[config.mk]
export PLATFORM = sky130hd
export DESIGN_NAME = retire_ctrl
export DESIGN_NICKNAME = d
export VERILOG_FILES = /design/src/rtl/retire_ctrl_pkg.sv /design/src/rtl/retire_ctrl_select.sv /design/src/rtl/retire_ctrl.sv
export SDC_FILE = /design/constraint.sdc
export NUM_CORES = 1
export LEC_CHECK = 0
export CORE_ASPECT_RATIO = 1.4
export CORE_MARGIN = 10
export CORE_UTILIZATION = 40
export DETAILED_ROUTE_END_ITERATION = 8
export PLACE_DENSITY = 0.89
export SETUP_SLACK_MARGIN = 0.5
export SLEW_MARGIN = 20
export SYNTH_ARGS = -nofsm -noshare
export SYNTH_HDL_FRONTEND = slang
export SYNTH_SLANG_ARGS = --single-unit
[constraint.sdc]
create_clock -name clock -period 8.8 [get_ports clock]
set_input_delay 2.2 -clock clock [delete_from_list [all_inputs] [get_ports clock]]
set_output_delay 2.2 -clock clock [all_outputs]
set_load 0.005 [all_outputs]
[src/rtl/retire_ctrl_pkg.sv]
// retire_ctrl_pkg: shared widths, ROB packet, physical register index and retire FSM states
package retire_ctrl_pkg;
  localparam int N = 3;
  localparam int NUM_SCALAR_BITS = 3;
  localparam int PHYS_REG_SZ_R10K = 64;
  typedef logic [$clog2(PHYS_REG_SZ_R10K)-1:0] PHYS_REG_IDX;
  typedef struct packed {
    PHYS_REG_IDX T_old;
    PHYS_REG_IDX T_new;
    logic        has_dest;
  } ROB_PACKET;
  typedef enum logic [1:0] {RUN, FLUSH, HALTED} RETIRE_STATE;
endpackage

[src/rtl/retire_ctrl_select.sv]
// retire_select: eligible-prefix retire count, halt/mispredict truncation and freed-register mux
import retire_ctrl_pkg::*;
module retire_select (
  input  logic                       en,
  input  ROB_PACKET [N-1:0]          rob_outputs,
  input  logic [NUM_SCALAR_BITS-1:0] rob_outputs_valid,
  input  logic [N-1:0]               rob_mispred,
  input  logic [N-1:0]               rob_halt,
  input  logic [PHYS_REG_SZ_R10K-1:0] complete_list_exposed,
  output logic [NUM_SCALAR_BITS-1:0] num_retiring,
  output PHYS_REG_IDX [N-1:0]        phys_regs_retiring,
  output logic                       halt_hit,
  output logic                       mis_hit
);
  logic [NUM_SCALAR_BITS-1:0] vc;
  logic stop;
  // walk slots oldest first; stop at the first ineligible slot or just after a halt/mispredict
  always_comb begin
    vc = (rob_outputs_valid > NUM_SCALAR_BITS'(N)) ? NUM_SCALAR_BITS'(N) : rob_outputs_valid;
    num_retiring = '0;
    stop = 1'b0;
    halt_hit = 1'b0;
    mis_hit = 1'b0;
    for (int i = 0; i < N; i++) begin
      if (!stop && en && NUM_SCALAR_BITS'(i) < vc && complete_list_exposed[rob_outputs[i].T_new]) begin
        num_retiring = NUM_SCALAR_BITS'(i + 1);
        halt_hit = rob_halt[i];
        mis_hit = rob_mispred[i] && !rob_halt[i];
        stop = rob_halt[i] || rob_mispred[i];
      end else
        stop = 1'b1;
    end
    for (int i = 0; i < N; i++)
      phys_regs_retiring[i] = (NUM_SCALAR_BITS'(i) < num_retiring && rob_outputs[i].has_dest) ? rob_outputs[i].T_old : '0;
  end
endmodule

[src/rtl/retire_ctrl.sv]
// retire_ctrl: retire FSM (RUN/FLUSH/HALTED) around retire_select; RETIRE_STATS_EN adds retire/stall counters
import retire_ctrl_pkg::*;
module retire_ctrl (
  input  logic                        clock,
  input  logic                        reset,
  input  ROB_PACKET [N-1:0]           rob_outputs,
  input  logic [NUM_SCALAR_BITS-1:0]  rob_outputs_valid,
  input  logic [N-1:0]                rob_mispred,
  input  logic [N-1:0]                rob_halt,
  input  logic [PHYS_REG_SZ_R10K-1:0] complete_list_exposed,
  output logic [NUM_SCALAR_BITS-1:0]  num_retiring,
  output PHYS_REG_IDX [N-1:0]         phys_regs_retiring,
  output logic                        flush,
`ifdef RETIRE_STATS_EN
  output logic [63:0]                 retired_count,
  output logic [31:0]                 stall_cycles,
`endif
  output logic                        halted
);
  RETIRE_STATE state, next;
  logic halt_hit, mis_hit;
  retire_select u_sel (
    .en                   (state == RUN),
    .rob_outputs          (rob_outputs),
    .rob_outputs_valid    (rob_outputs_valid),
    .rob_mispred          (rob_mispred),
    .rob_halt             (rob_halt),
    .complete_list_exposed(complete_list_exposed),
    .num_retiring         (num_retiring),
    .phys_regs_retiring   (phys_regs_retiring),
    .halt_hit             (halt_hit),
    .mis_hit              (mis_hit)
  );
  // halt beats mispredict; FLUSH lasts one cycle; HALTED holds until reset
  always_comb begin
    next = (state == RUN) ? (halt_hit ? HALTED : mis_hit ? FLUSH : RUN) :
           (state == FLUSH) ? RUN : HALTED;
  end
  // state register
  always_ff @(posedge clock or posedge reset) begin
    if (reset) state <= RUN;
    else state <= next;
  end
  assign flush = state == FLUSH;
  assign halted = state == HALTED;
`ifdef RETIRE_STATS_EN
  // retire and stall statistics, frozen once halted
  always_ff @(posedge clock or posedge reset) begin
    if (reset) begin
      retired_count <= '0;
      stall_cycles <= '0;
    end else if (state != HALTED) begin
      retired_count <= retired_count + 64'(num_retiring);
      if (state == RUN && rob_outputs_valid != '0 && num_retiring == '0)
        stall_cycles <= stall_cycles + 32'd1;
    end
  end
`endif
endmodule

* Yosys cells after proc, flatten, opt, wreduce, memory -nomap -nowiden *
Cells that the tools add are included.
Widths: inputs -> output; s select.

cells by class
  $lt $le $gt $ge = 10
  equality and inequality tests = 2
  reductions and logical operators = 22
  mux-type cells = 25

operators by type and width
  kind                count
  $lt 6x7->1 const B  3
  $bmux 1 s6          3
  $mux 6              3
  $logic_and 1x1->1   14
  $mux 1              13
  $lt 1x3->1 const A  4
  $mux 3              3
  $lt 2x3->1 const A  2
  $mux 2              3
  $logic_not 1->1     5
  $gt 3x2->1 const B  1
  $eq 2x1->1 const B  1
  $eq 2x2->1 const B  1
  $logic_not 2->1     1
  $logic_or 1x1->1    2

storage, ports and cells
  word-level logic and storage cells = 60
  register bits after elaboration = 2
  output and inout bits = 23
  bits of input ports = 114

* Depth between registers and ports, before layout *
  word-level depth = 19
  mapped depth = 10
  mapped depth without buffers = 7

* Modules after synthesis *
A second synthesis with hierarchy kept.

second synthesis, totals
  cell total of the unflattened synthesis = 238
  area total of the unflattened synthesis = 2278.4 µm²

modules (own cells, without submodules)
  module         cells each  area an instance (µm²)  sequential area each (µm²)  instances
  retire_select  229         2182.1                  0.0                         1
  retire_ctrl    9           96.3                    50.0                        1

* Worst setup path after synthesis *
No wires, ideal clock.

  path kind = input-to-output
  start = input rob_outputs[15] (netlist name)
  end = output phys_regs_retiring[12] (netlist name)
  stages = 9
  arrival = 4416 ps
  required time = 6600 ps
  buffers on the path = 2
  slack = 2184 ps
  cell sequence = clkbuf_1 > clkbuf_1 > mux4_2 > mux4_2 > a22o_1 > a41o_1 > nor4b_4 > and3_4 > and2_1

RTL lines
  what         line               RTL
  from (decl)  retire_ctrl.sv:6   input ROB_PACKET [N-1:0] rob_outputs,
  to (decl)    retire_ctrl.sv:12  output PHYS_REG_IDX [N-1:0] phys_regs_retiring,

==> run_results.csv <==
group,metric,value,unit
synthesis,yosys_warnings,0,
floorplanning,dieHeight,105,um
power,power_density,63.9,nW/um2
layout,top_register,"state",
timing,setup_tns,0,ns
layout,nets,418,
grt,grt_pass1_vias,2456,
timing,slew_violations,0,
floorplanning,io_pins,137,
synthesis,async_flop_share,1.00,
cts,htree_levels,1,
cts,clkTransAtPathRegs,0.03,ns
synthesis,synth.area.top_cells,"mux4_2 37%, mux4_1 15%, mux2i_1 7.3%",
power,p_seq_frac,0.067,
synthesis,synthCells,178,
floorplanning,design.die.area,8420,um2
grt,overflow,0,
worst_setup_path,cp.required,6.60,ns
synthesis,synth_seq_area_share,0.0244,
routing,drc,0,
floorplanning,rows,30,
worst_setup_path,cp_max_fo,16,
worst_setup_path,path_delay_family,"buffers and inverters",
power,clock_power_share,0.169,
routing,via_count,2232,
worst_setup_path,slowest_stage,"clkdlybuf4s50_1",
timing,period_share,0.878,
layout,biggestRegsByFlops,"state x2",
job,cap_violations,0,
synthesis,yosysTopAreaCell,"mux4_2",
power,pwr-share-comb,0.764,
status,outcome,"completed",
synthesis,synth.avg_cell_area,11.5,um2
cts,cts_tree,"yes",
power,p_int,0.147,mW
floorplanning,die_w,80.5,um
power,total_power,0.219,mW
cts,cts_resized,0,
floorplanning,initial_core_util,0.416,
timing,clock.fmax,0.129,GHz
synthesis,synth_nets,292,
power,ir_worst_vdd,0.0442,mV
layout,areaGrowthSynthToFinish,67.7,%
worst_hold_path,hold_path_class,"flip-flop to flip-flop",
routing,wl_per_cell,22.8,um
worst_setup_path,start_kind,"input pin",
grt,grt.total_usage,0.189,
cts,clk_path_buf_depth,2,
grt,antenna_found_initial,0,
cts,cts_buffers,3,
timing,skew,0.000636,ns
layout,layout_common_cells,"135 x clkdlybuf4s50_1, 34 x mux4_2, 15 x mux2i_1",
timing,rsz0062_at_grt,"no",
synthesis,syn-cell-area,2050,um2
cts,postCtsHoldBufs,0,
cts,postCtsSetupBuffers,0,
worst_setup_path,worst-path-buf-inv,2,
power,switchingPower,0.0717,mW
routing,first_pass_iters,4,
cts,clockRootBuffer,"clkbuf_8",
worst_setup_path,crit_chain,"clkdlybuf4s50_1 -> mux4_2 -> mux4_2 -> a22o_1 -> a41o_1 -> nor4b_4 -> and3_4 -> and2_1 -> clkdlybuf4s50_1",
worst_setup_path,worstSetupPathType,"input pin to primary output",
timing,tightest_slew,0.811,ns
routing,viasPerCell,6.10,
cts,clkLatencyLatePin,0.21,ns
timing,relSlewSlack,0.457,
placed_design,hpwlAfterDp,7160,um
routing,routed_wl,8360,um
grt,grt_max_degree,17,
layout,largest_reg_flops,2,
layout,drive_above_1_share,0.166,
synthesis,netlist.area_leader.share,0.374,
placed_design,portBuffers,135,
grt,grt_first_pass_wirelength,12700,um
layout,final_common_cell,"clkdlybuf4s50_1",
placed_design,place.gp.congestion,0.983,
layout,fin_util,0.698,
layout,fillers,348,
worst_setup_path,critPathMaxStageDelay,0.96,ns
timing,period_minus_slack,7.73,ns
synthesis,ys_ff_latch,2,
layout,diodes,0,
synthesis,synth_edf_count,0,
routing,ant_nets,0,
cts,clock-sinks,2,
timing,setup_violations,0,
power,leakage,1.28,nW
worst_setup_path,end_kind,"primary output",
power,netSwitchingFraction,0.327,
routing,initialDrtViolationCount,105,
worst_setup_path,arrival,5.53,ns
synthesis,synth.distinct_cells,49,
floorplanning,core,4920,um2
timing,hold_viol_final,0,
synthesis,yosys_most_used_dff,"dfrtp_1",
synthesized netlist by cell type, drive strengths merged (2+ instances only):
cell and instances:
mux4 46, mux2i 15, and3 13, buf 11
nand2 9, and2 6, clkbuf 6, nor2 6
nor2b 6, mux2 5, nand2b 5, nor3 4
inv 3, nand3 3, nand3b 3, o22ai 3
a211oi 2, a21oi 2, a22oi 2, a31oi 2
a32oi 2, dfrtp 2, nor4 2, nor4b 2
o21ai 2, or2 2
final timing paths:
path / start / to / cells past startpoint / slack, ns
worst min-delay path: state[1] / state[1] / 2 / 0.65
min in group asynchronous: reset / state[0] / 2 / 2.15
max in group asynchronous: reset / state[1] / 2 / 6.54
worst min register to register: state[1] / state[1] / 2 / 0.65
worst max-delay path: rob_outputs[15] / phys_regs_retiring[12] / 9 / 1.07
worst max register to register: state[0] / state[1] / 4 / 6.87
metal layers:
layer | GRT usage | vias up | share of wire
li1 | - | 1022 | -
met1 | 0.201 | 1059 | 0.37
met2 | 0.349 | 137 | 0.52
met3 | 0.0446 | 14 | 0.098
met4 | 0.0505 | 0 | 0.015
met5 | 0 | - | 0
metrics by stage:
stage | std cells | instance area, um2 | worst slack, ns | hold WS, ns
final | 366 | 3430 | 1.07 | 0.652
after global routing | 366 | 3430 | 0.783 | 0.709
after floorplan | 178 | 2050 | 2.18 | 0.587
after global placement | 363 | 3390 | 1.14 | 0.645
after detailed placement | 363 | 3390 | 1.09 | 0.639
after CTS | 366 | 3430 | 1.05 | 0.645
cell type report:
cell class              instances  area (um2)  area share
well taps                      64        80.1      0.0233
repair buffers                138        1370       0.400
flip-flops and latches          2        50.0      0.0146
multi-input cells             156        1880       0.546
clock buffers                   3        41.3      0.0120
inverters                       3        11.3     0.00328
tightest hold or removal path: stages (launching register included):
cell,delay (ns)
dfrtp_1,0.39
a21oi_1,0.06
a32oi_1,0.15
power groups by stage:
stage / clock, mW / sequential [mW] / combinational, mW
floorplan: 0 / 0.0138 / 0.0836
global placement: 0 / 0.0148 / 0.163
detailed placement: 0 / 0.0146 / 0.167
CTS: 0.0382 / 0.0145 / 0.167
global route: 0.0397 / 0.0154 / 0.178
finish: 0.0371 / 0.0147 / 0.167
logic make-up after synthesis:
family / count (synthesis) / synth area share
and+or+nand+nor: 64 / 0.193
muxes: 66 / 0.629
AOI/OAI and AO/OA: 25 / 0.0929
buffers and inverters: 20 / 0.0593
other: 1 / 0.00183
DFF: 2 / 0.0245
Power figures use the tool's default switching activity.
